$ cat src/rtl/dmem_arbiter.sv
// Shares the data memory port between the CPU load/store unit and a DMA/fill engine.
// Optional conflict counter: define ARB_STATS_EN to build stat_conflicts.
module dmem_arbiter #(
   parameter int unsigned STARVE_LIMIT = 4,
   parameter int unsigned MAX_BURST    = 8,
   parameter int unsigned ADDR_W       = 32,
   parameter int unsigned DATA_W       = 32
) (
   input  logic              clk,
   input  logic              reset,
   input  logic              cpu_req,
   input  logic              cpu_we,
   input  logic [ADDR_W-1:0] cpu_addr,
   input  logic [DATA_W-1:0] cpu_wdata,
   output logic [DATA_W-1:0] cpu_rdata,
   output logic              cpu_gnt,
   output logic              cpu_stall,
   input  logic              dma_req,
   input  logic              dma_lock,
   input  logic              dma_we,
   input  logic [ADDR_W-1:0] dma_addr,
   input  logic [DATA_W-1:0] dma_wdata,
   output logic [DATA_W-1:0] dma_rdata,
   output logic              dma_gnt,
   output logic              mem_we,
   output logic [ADDR_W-1:0] mem_addr,
   output logic [DATA_W-1:0] mem_wdata,
   input  logic [DATA_W-1:0] mem_rdata,
   output logic [31:0]       stat_conflicts
);

   localparam int unsigned WAIT_W  = $clog2(STARVE_LIMIT + 1);
   localparam int unsigned BURST_W = $clog2(MAX_BURST + 1);

   logic [WAIT_W-1:0]  wait_cnt_q, wait_cnt_d;
   logic [BURST_W-1:0] burst_cnt_q, burst_cnt_d;
   logic               locked_q, locked_d;
   logic               dma_win, burst_full;

   assign burst_full = (burst_cnt_q == BURST_W'(MAX_BURST));
   assign dma_win    = (locked_q && !burst_full) || (wait_cnt_q == WAIT_W'(STARVE_LIMIT));

   always_comb begin
      cpu_gnt = 1'b0;
      dma_gnt = 1'b0;
      if (!reset) begin
         if (dma_req && (!cpu_req || dma_win)) begin
            dma_gnt = 1'b1;
         end else if (cpu_req) begin
            cpu_gnt = 1'b1;
         end
      end
   end

   assign cpu_stall = cpu_req & ~cpu_gnt;

   // Idle cycles park the CPU request on the memory bus with the strobe off.
   assign mem_addr  = dma_gnt ? dma_addr  : cpu_addr;
   assign mem_wdata = dma_gnt ? dma_wdata : cpu_wdata;
   assign mem_we    = (cpu_gnt & cpu_we) | (dma_gnt & dma_we);

   assign cpu_rdata = mem_rdata;
   assign dma_rdata = mem_rdata;

   always_comb begin
      wait_cnt_d = wait_cnt_q;
      if (!dma_req || dma_gnt) begin
         wait_cnt_d = '0;
      end else if (wait_cnt_q != WAIT_W'(STARVE_LIMIT)) begin
         wait_cnt_d = wait_cnt_q + 1'b1;
      end

      locked_d = locked_q;
      if (!dma_req || burst_full) begin
         locked_d = 1'b0;
      end else if (dma_gnt) begin
         locked_d = dma_lock;
      end

      // Burst length is only bounded while the CPU is actually waiting.
      burst_cnt_d = burst_cnt_q;
      if (!locked_d) begin
         burst_cnt_d = '0;
      end else if (dma_gnt && cpu_req && locked_q) begin
         burst_cnt_d = burst_cnt_q + 1'b1;
      end
   end

   always_ff @(posedge clk or posedge reset) begin
      if (reset) begin
         wait_cnt_q  <= '0;
         burst_cnt_q <= '0;
         locked_q    <= 1'b0;
      end else begin
         wait_cnt_q  <= wait_cnt_d;
         burst_cnt_q <= burst_cnt_d;
         locked_q    <= locked_d;
      end
   end

`ifdef ARB_STATS_EN
   logic [31:0] stat_q;

   always_ff @(posedge clk or posedge reset) begin
      if (reset) begin
         stat_q <= '0;
      end else if (cpu_req && dma_req) begin
         stat_q <= stat_q + 32'd1;
      end
   end

   assign stat_conflicts = stat_q;
`else
   assign stat_conflicts = 32'h0;
`endif

endmodule

$ cat config.mk
export PLATFORM = sky130hd
export DESIGN_NAME = dmem_arbiter
export DESIGN_NICKNAME = d
export VERILOG_FILES = /design/src/rtl/dmem_arbiter.sv
export SDC_FILE = /design/constraint.sdc
export NUM_CORES = 1
export LEC_CHECK = 0
export ABC_AREA = 1
export CORE_AREA = 2 2 127 129
export DETAILED_ROUTE_END_ITERATION = 8
export DIE_AREA = 0 0 129 131
export PLACE_DENSITY_LB_ADDON = 0.08
export SYNTH_ARGS = -nofsm -noshare
export SYNTH_HDL_FRONTEND = slang
export SYNTH_SLANG_ARGS = --single-unit
$ cat constraint.sdc
create_clock -name clk -period 1.6 [get_ports clk]
set_input_delay 0.32 -clock clk [delete_from_list [all_inputs] [get_ports clk]]
set_output_delay 0.32 -clock clk [all_outputs]
set_load 0.02 [all_outputs]
* Yosys cells after proc, flatten, opt, wreduce, memory -nomap -nowiden *
Cells that the tools add are included.

storage, ports and cells
  register bits after elaboration = 8
  latch bits = 0
  RAM bits = 0
  memory bits (read-only) = 0
  bits of input ports = 167
  output and inout bits = 164
  logic and storage cells = 39
  memories = 0

cells by class
  $add $sub $neg = 2
  multipliers = 0
  div/mod/pow operators = 0
  $lt $le $gt $ge = 0
  eq/ne operators = 4
  shift-type cells = 0
  muxes and demuxes = 13
  bitwise operators = 5
  reduce and logical (&&, ||, !) cells = 12

operator list
  operator             count
  $mux 32              2
  $mux 4               2
  $mux 1               7
  $mux 3               2
  $add 4x1->4 const B  1
  $eq 4x4->1 const B   1
  $logic_and 1x1->1    4
  $logic_or 1x1->1     4
  $add 3x1->3 const B  1
  $and 1x1->1          3
  $eq 3x3->1 const B   1
  $logic_not 1->1      3
  $ne 3x3->1 const B   1
  $ne 2x1->1 const B   1
  $reduce_bool 2->1    1
  $not 1->1            1
  $or 1x1->1           1

* Longest topological paths before layout *
Gate-level depths: netlist of the first run.

  word-level depth = 12
  depth in mapped cells = 12
  mapped depth without buffers = 11

* Worst setup path before layout of the first run *
Ideal clock, no wire load.

  kind = register -> output
  from = reg wait_cnt_q[0]
  to = out mem_we
  arrival = 1,628 ps
  data required time = 1,280 ps
  path slack = -348 ps
  cell stages (with the launch flop) = 11
  path buffers = 1
  cells stage by stage = dfrtp_1 inv_1 ha_1 nand2_2 nand2_1 nand2_1 nand2_2 buf_2 nor2_1 nand2_1 nand2_1

on the way
  longest elaborated chain between the ends = 8
  elaborated cells between the ends (all ways) = 11
  classes of those cells = eq/ne: 1; mux: 4; bitwise: 3; reduce/logical: 3

RTL lines
  element                   line  RTL
  start: declaration        35    logic [WAIT_W-1:0] wait_cnt_q, wait_cnt_d;
  start signal: assignment  95    wait_cnt_q <= wait_cnt_d;
  $eq 3x3->1                41    assign dma_win = (locked_q && !burst_full) || (wait_cnt_q == WAIT_W'(STARVE_LIMIT));
  $logic_or 1x1->1          41
  $logic_or 1x1->1          47    if (dma_req && (!cpu_req || dma_win)) begin
  $logic_and 1x1->1         47
  $mux 1                    47
  $mux 1                    46    if (!reset) begin
  named net cpu_gnt         16    output logic cpu_gnt,
  $and 1x1->1               60    assign mem_we = (cpu_gnt & cpu_we) | (dma_gnt & dma_we);
  $or 1x1->1                60
  end: declaration          25    output logic mem_we,

The timed path passes the listed nets, and every way through them passes these cells.

* Final worst setup path of the first run *
  from = reg wait_cnt_q[0]
  to = out mem_wdata[13]

on the way
  longest elaborated chain between the ends = 7

RTL lines
  element            line  RTL
  $eq 3x3->1         41
  $logic_or 1x1->1   41
  $logic_or 1x1->1   47
  $logic_and 1x1->1  47
  $mux 1             47
  $mux 1             46
  $mux 32            59    assign mem_wdata = dma_gnt ? dma_wdata : cpu_wdata;
  end: declaration   27    output logic [DATA_W-1:0] mem_wdata,

Every way passes these cells.

==> results of run 1 <==
## flip-flops by register name, summed over array words and instances, names as in the netlist
register	flops
wait_cnt_q	3
burst_cnt_q	4
locked_q	1
## stage by stage
| step | cell area [um^2] | instances |
|---|---|---|
| after floorplan | 2550 | 409 |
| after CTS | 4960 | 764 |
| after global placement | 4210 | 739 |
| after global routing | 5240 | 768 |
| final | 5240 | 768 |
| after detailed placement | 4210 | 739 |
## layout by cell type, fill, tap and decap left out, drive strengths merged
master	instances
nand2	215
clkdlybuf4s50	133
buf	115
conb	32
inv	12
nand3	9
dfrtp	8
clkbuf	6
nor2	5
a21oi	4
ha	4
nand4	2
and3	1
a31oi	1
nor3	1
xnor2	1
o21ai	1
xor2	1
dlygate4sd2	1
## power groups by stage
stage / combinational, W / sequential, W / clock, W
2_1_floorplan: 0.000940 / 0.000229 / 0
3_3_place_gp: 0.00139 / 0.000229 / 0
3_5_place_dp: 0.00139 / 0.000228 / 0
4_1_cts: 0.00167 / 0.000226 / 0.000426
5_1_grt: 0.00185 / 0.000228 / 0.000442
6_report: 0.00173 / 0.000226 / 0.000421
## area by class of cell
class / instances / area share [%]
repair buffers: 252 / 53.0
multi-input cells: 277 / 35.4
well taps: 216 / 5.16
flip-flops and latches: 8 / 3.82
clock buffers: 3 / 1.43
inverters: 12 / 1.10
## synth_stat cells
| library cell | n | share of area, % |
|---|---|---|
| nand2_1 | 202 | 36 |
| buf_4 | 97 | 34 |
| nand2_2 | 13 | 3.9 |
| inv_1 | 9 | 1.6 |
| nand3_1 | 9 | 2.1 |
| buf_2 | 8 | 1.9 |
| dfrtp_1 | 8 | 9.5 |
| nor2_1 | 5 | 0.89 |
| a21oi_1 | 4 | 0.95 |
| buf_6 | 4 | 2.1 |
| ha_1 | 4 | 2.4 |
| inv_2 | 3 | 0.53 |
| clkbuf_1 | 2 | 0.36 |
| nand4_1 | 2 | 0.59 |
| a31oi_1 | 1 | 0.30 |
| and3_1 | 1 | 0.30 |
| buf_8 | 1 | 0.71 |
| conb_1 | 1 | 0.18 |
| nor3_1 | 1 | 0.24 |
| o21ai_0 | 1 | 0.24 |
| xnor2_1 | 1 | 0.42 |
| xor2_1 | 1 | 0.42 |
## cells by family (layout without fill, tap and decap cells)
group	count (synthesis)	count (layout)	synth area share, %
adders and majority gates	4	4	2.37
other	1	32	0.178
buffers and inverters	124	267	41.7
and+or+nand+nor	233	233	43.9
xor gates and xnor gates	2	2	0.830
AOI/OAI and AO/OA	6	6	1.48
DFF	8	8	9.48
## worst reg2reg max path, cell delays in order, from the launching register on
cell	delay (ns)
dfrtp_1	0.39
inv_2	0.09
ha_4	0.14
nand3_4	0.07
nand3_2	0.09
nand2_4	0.08
buf_4	0.14
buf_6	0.10
buf_8	0.11
buf_2	0.15
nand3_1	0.07
nand2_1	0.07
nand2_1	0.06
inv_1	0.03
## worst paths after layout
check / startpoint / end / slack (ns) / cells after the start
worst min-delay path: reset / burst_cnt_q[3] / 0.52 / 3
worst max register to register: burst_cnt_q[0] / burst_cnt_q[1] / -0.10 / 13
worst max-delay path: wait_cnt_q[0] / mem_wdata[13] / -0.55 / 13
min in group clk: burst_cnt_q[2] / burst_cnt_q[2] / 0.55 / 2
worst min register to register: burst_cnt_q[2] / burst_cnt_q[2] / 0.55 / 2
max in group asynchronous: reset / burst_cnt_q[0] / 0.93 / 3
## repair_timing
item / 4_1_cts / 5_1_grt
hold buffers: 0 / 0
endpoints found under the hold margin: 0 / 0
gates cloned: 9 / 3
pin swaps: 12 / 14
gates resized for setup: 480 / 61
setup endpoints to repair: 72 / 76
setup buffers: 13 / 3
## per-layer routing
metal	share of wire [%]	up-vias	wire length, um
met4	1.7	0	178
met5	0	-	0
met3	8.8	14	927
met2	50	154	5250
li1	-	1367	-
met1	40	1204	4150
==> impl_results.md, run 1 <==
- CP Launch Type: flip-flop
- RSZ-0062 raised after global routing: yes
- WL/cell: 13.7 um
- Worst Setup End Kind: output pin
- Setup TNS: -34.56 ns
- Failing checks: setup timing
- DRT Pass-1 Iters: 3
- Comb power frac: between 70 and 80%
- Number of fill cells: approximately 1700
- Min Tclk post-route: between 2 and 2.5 ns
- Tot GR Track Use: a little over a tenth
- Mapped Cells: 378
- Gr ovfl total: 0
- Net Sw Frac: 38.4%
- Status: complete, but fails checks
- Htree depth: 1
- Fmax: between 0.4 and 0.5 GHz
- Die area: approximately 17000 um^2
- Met2 Track Usage GR: a little under a fifth
- DRC viols: 0
- CP max FO: 6
- Final design utilization: about a third
- GR Util met1: a little over an eighth
- Setup Skew: between 0.0015 and 0.002 ns
- Multi-input logic area: approximately 1900 um^2
- Fin crit share: 134%
- Post-DP HPWL: between 7 and 8 mm
- Die width: 129 um
- Crit path kind: flip-flop to output pin
- Layout cell share with drive strength beyond 1: between 50% and 60%
- VDD IR max: about 0.32 mV
- CTS tree: yes
- Starting density of the core: 13.5%
- CP peak stage delay: between 0.3 and 0.4 ns
- Reg clk slew, reported paths: 0.04 ns
- Sink Count: 8
- Most used routing layer: met2
- Share of power burned in registers: 9.5%
- DR iter-0 viols: 23
- Yosys warns: 0
- Final Max Slew Viols: 0
- Cts bufs inserted: 3
- Area Growth Syn to Fin: 148%
- Largest net degree at the start of global routing: 17
- Hold Fails Final Rpt: 0
- Crit path cell chain: inv_2 > ha_4 > nand2_4 > nand2_4 > nand2_4 > nand2_4 > nand2_8 > inv_12 > buf_12 > clkbuf_16 > nand2_4 > nand2_2 > buf_6
- N_diodes: 0
- CP required: 1.28 ns
- Yosys cell types: 22
- WP buf/inv: 5
- Setup ws final: -0.549 ns
- Worst hold path type: input pin to asynchronous set/reset pin
- Most frequent CP cell: nand2_4
- Power Dens Cells: approximately 450 nW/um^2
- Final wirelength: ~11 mm
- First-pass GRT wire length: 14.1 mm
- Final setup fails: 73
- Global Route met3 Usage: around 2.8%
- Nets: slightly above 700
- I/O pin total: ~330
- Vias in the first global route: 2540
- FP Rows: 46
- Vias: about 2700
- Register area share after synthesis: 9.48%
- Die height: around 130 um
- Core area: 15600 um^2
- Mean Syn Cell Area: 5.58 um^2
- Port Buf Inserts: 202
- GPL Wtd Cong: 0.730
- Routed Antenna Nets: 0
- CP delay by family, top: buffers and inverters
- Root buffer cell: clkbuf_16
- Via-per-instance ratio: around 3.6
- Crit-path slowest cell: dfrtp_1
- Psw: 0.000913 W
- Worst skew pair latency: approximately 0.23 ns
- WP data arrival: roughly 1.8 ns
- # Max-Cap Violations: 0
- Total power: roughly 0.0024 W
- Initial antenna violation count: 0
- Register Area: ~200 um^2
- Synth Register Bits: 8
- Deepest clock path buffer count: 2
- Leakage: around 2.6 nW
- Pre-CTS setup slack: -1.02 ns
- Mapped cell area: approximately 2100 um^2
- Hold Slack: 0.516 ns
- Clk network pwr share: 17.7%
- Internal power: between 0.001 and 0.0015 W
Power figures use the tool's default switching activity.
==> inputs of run 2 (changes only) <==
REMOVE_ABC_BUFFERS = 1   (was unset)
==> impl_results.md, run 2 (same netlist as run 1, synthesis figures left out) <==
- First-pass GRT wire length: 16.8 mm (+19%)
- Hold_buf cts: 0 (unchanged)
- Hold Slack: 0.542 ns (+0.0256 ns)
- Top Metal Used: met5
- Htree depth: 1 (unchanged)
- Fin crit share: 133% (-1.8 points)
- WL/cell: 17.1 um (+25%)
- R2R Path Start: wait_cnt_q[0]
- CP required: 1.28 ns (about the same)
- FP Rows: 46 (unchanged)
- Most frequent cells in the layout: clkdlybuf4s50_1 (134), nand2_2 (90), nand2_1 (80)
- Failing checks: setup timing
- Worst skew pair latency: 0.23 ns (about the same)
- Core area: 15600 um^2 (unchanged)
- DR iter-0 viols: 65 (+180%)
- Commonest non-fill, non-tap cell in the layout: clkdlybuf4s50_1
- Non-Filler Instances: 773 (+0.65%)
- Root buffer cell: clkbuf_16
- Post-DP HPWL: 9.55 mm (+33%)
- Vias: 2896 (+5.7%)
- DRT Pass-1 Iters: 6 (+3)
- Die width: 129 um (unchanged)
- Nets: 730 (+0.69%)
- Metal3 WL: 1.86 mm (+100%)
- Sink Count: 8 (unchanged)
- Reg clk slew, reported paths: 0.04 ns (about the same)
- I/O pin total: 331 (unchanged)
- Area Growth Syn to Fin: 147%
- Cts bufs inserted: 3 (unchanged)
- GPL Wtd Cong: 0.747 (+2.3%)
- Setup ws final: -0.521 ns (+0.0285 ns)
- RR Endpoint: burst_cnt_q[1]
- CP Launch Type: flip-flop
- Die height: 131 um (unchanged)
- Power Dens Cells: 448 nW/um^2 (-1.3%)
- R2R depth: 13 (unchanged)
- Total power: 0.00234 W (-1.7%)
- WP data arrival: 1.80 ns (-0.03 ns)
- Status: complete, but fails checks
- Crit path kind: flip-flop to output pin
- Setup TNS: -33.43 ns (+1.12 ns)
- Final setup fails: 70 (-4.1%)
- Min Tclk post-route: 2.12 ns (-0.0285 ns)
- Most flops, register: burst_cnt_q
- Via-per-instance ratio: 3.75 (+5.0%)
- Initial antenna violation count: 0 (unchanged)
- Pre-CTS setup slack: -0.964 ns (+0.0603 ns)
- Vias in the first global route: 2608 (+2.7%)
- Max FFs per register: 4 (unchanged)
- Die area: 16900 um^2 (unchanged)
- Tot GR Track Use: 13.6% (+2.7 points)
- Gr ovfl total: 0 (unchanged)
- Worst hold path type: input pin to asynchronous set/reset pin
- Final Max Slew Viols: 0 (unchanged)
- Port Buf Inserts: 202 (unchanged)
- Fmax: 0.472 GHz (+1.3%)
- Setup slack, reg-to-reg: -0.04 ns (+0.06 ns)
- CTS tree: yes
- Post-Route M1 WL: 4.91 mm (+18%)
- RSZ-0062 raised after global routing: yes
- Layout cell share with drive strength beyond 1: 50.6% (-1.0 points)
- DR WL met2: 6.37 mm (+21%)
- Routed Antenna Nets: 0 (unchanged)
- Worst Setup End Kind: output pin
- N_diodes: 0 (unchanged)
- Largest net degree at the start of global routing: 24 (+7)
- CP max FO: 8 (+2)
- Setup Skew: 0.00161 ns (+0.0000152 ns)
- DRC viols: 0 (unchanged)
- Final wirelength: 13.2 mm (+26%)
- Number of fill cells: 1641 (-1.2%)
- Hold Fails Final Rpt: 0 (unchanged)
- # Max-Cap Violations: 0 (unchanged)
- VDD IR max: 0.445 mV (+39%)
- Starting density of the core: 13.5% (unchanged)
- Deepest clock path buffer count: 2 (unchanged)
- Largest regs: burst_cnt_q (4), wait_cnt_q (3), locked_q (1)
- Leakage: 2.63 nW (+0.92%)
- Cells after DPL: 743 (+0.54%)
[run 2: cell types whose count changed in the layout (fill, tap and decap cells not counted), sizes merged]
cell / delta
buf: +5
clkdlybuf4s50: +1
clkinv: +1
dlygate4sd2: -1
inv: -1
[run 2: power breakdown]
part	total (W)	switching, W	internal [W]
Sequential	0.000225	0.00000919	0.000216
Combinational	0.00170	0.000790	0.000910
Clock	0.000413	0.0000918	0.000322
Total	0.00234	0.000891	0.00145
[run 2: what timing repair did]
| action | in CTS | in global routing |
|---|---|---|
| setup endpoints to repair | 72 | 74 |
| pin swaps | 29 | 53 |
| cloned | 7 | 3 |
| gates resized for setup | 508 | 129 |
| setup buffers | 13 | 9 |
[run 2: layer usage]
metal  vias to the layer above  GRT usage [%]
li1                       1376              -
met5                         -           7.35
met3                         6           9.61
met1                      1309           14.7
met2                       203           21.8
met4                         2           1.09
[run 2: area by class of cell]
cell class	instances	area, um^2	share of cell area (%)
Multi-Input combinational cell	277	1790	34.3
Inverter	12	57.6	1.10
Timing Repair Buffer	257	2830	54.1
Sequential cell	8	200	3.84
Tap cell	216	270	5.18
Clock buffer	3	75.1	1.44
[run 2: per-stage QoR]
step	instance area [um^2]	utilization, %
2_1_floorplan	1390	-
3_3_place_gp	3930	25.2
3_5_place_dp	3930	25.2
4_1_cts	4720	30.3
5_1_grt	5220	33.5
6_report	5220	33.5
[run 2: worst max path at each step]
stage / start / to / slack [ns] / cells after the start
floorplan: wait_cnt_q[0] / mem_addr[0] / -1.36 / 10
global placement: cpu_req / mem_addr[12] / -0.96 / 9
detailed placement: cpu_req / mem_addr[10] / -0.96 / 10
CTS: burst_cnt_q[1] / mem_addr[7] / -0.58 / 13
global route: wait_cnt_q[0] / mem_addr[20] / -0.60 / 12
finish: wait_cnt_q[0] / mem_addr[24] / -0.52 / 13
[run 2: critical path: stages (launching register included)]
cell       delay [ns]
dfrtp_1          0.35
inv_2            0.06
ha_4             0.16
nand2_2          0.08
nand2_2          0.06
nand2_2          0.07
nand2_4          0.08
nand2_8          0.09
clkinv_8         0.08
buf_8            0.13
clkbuf_16        0.16
nand2_2          0.06
nand2_2          0.05
buf_6            0.12
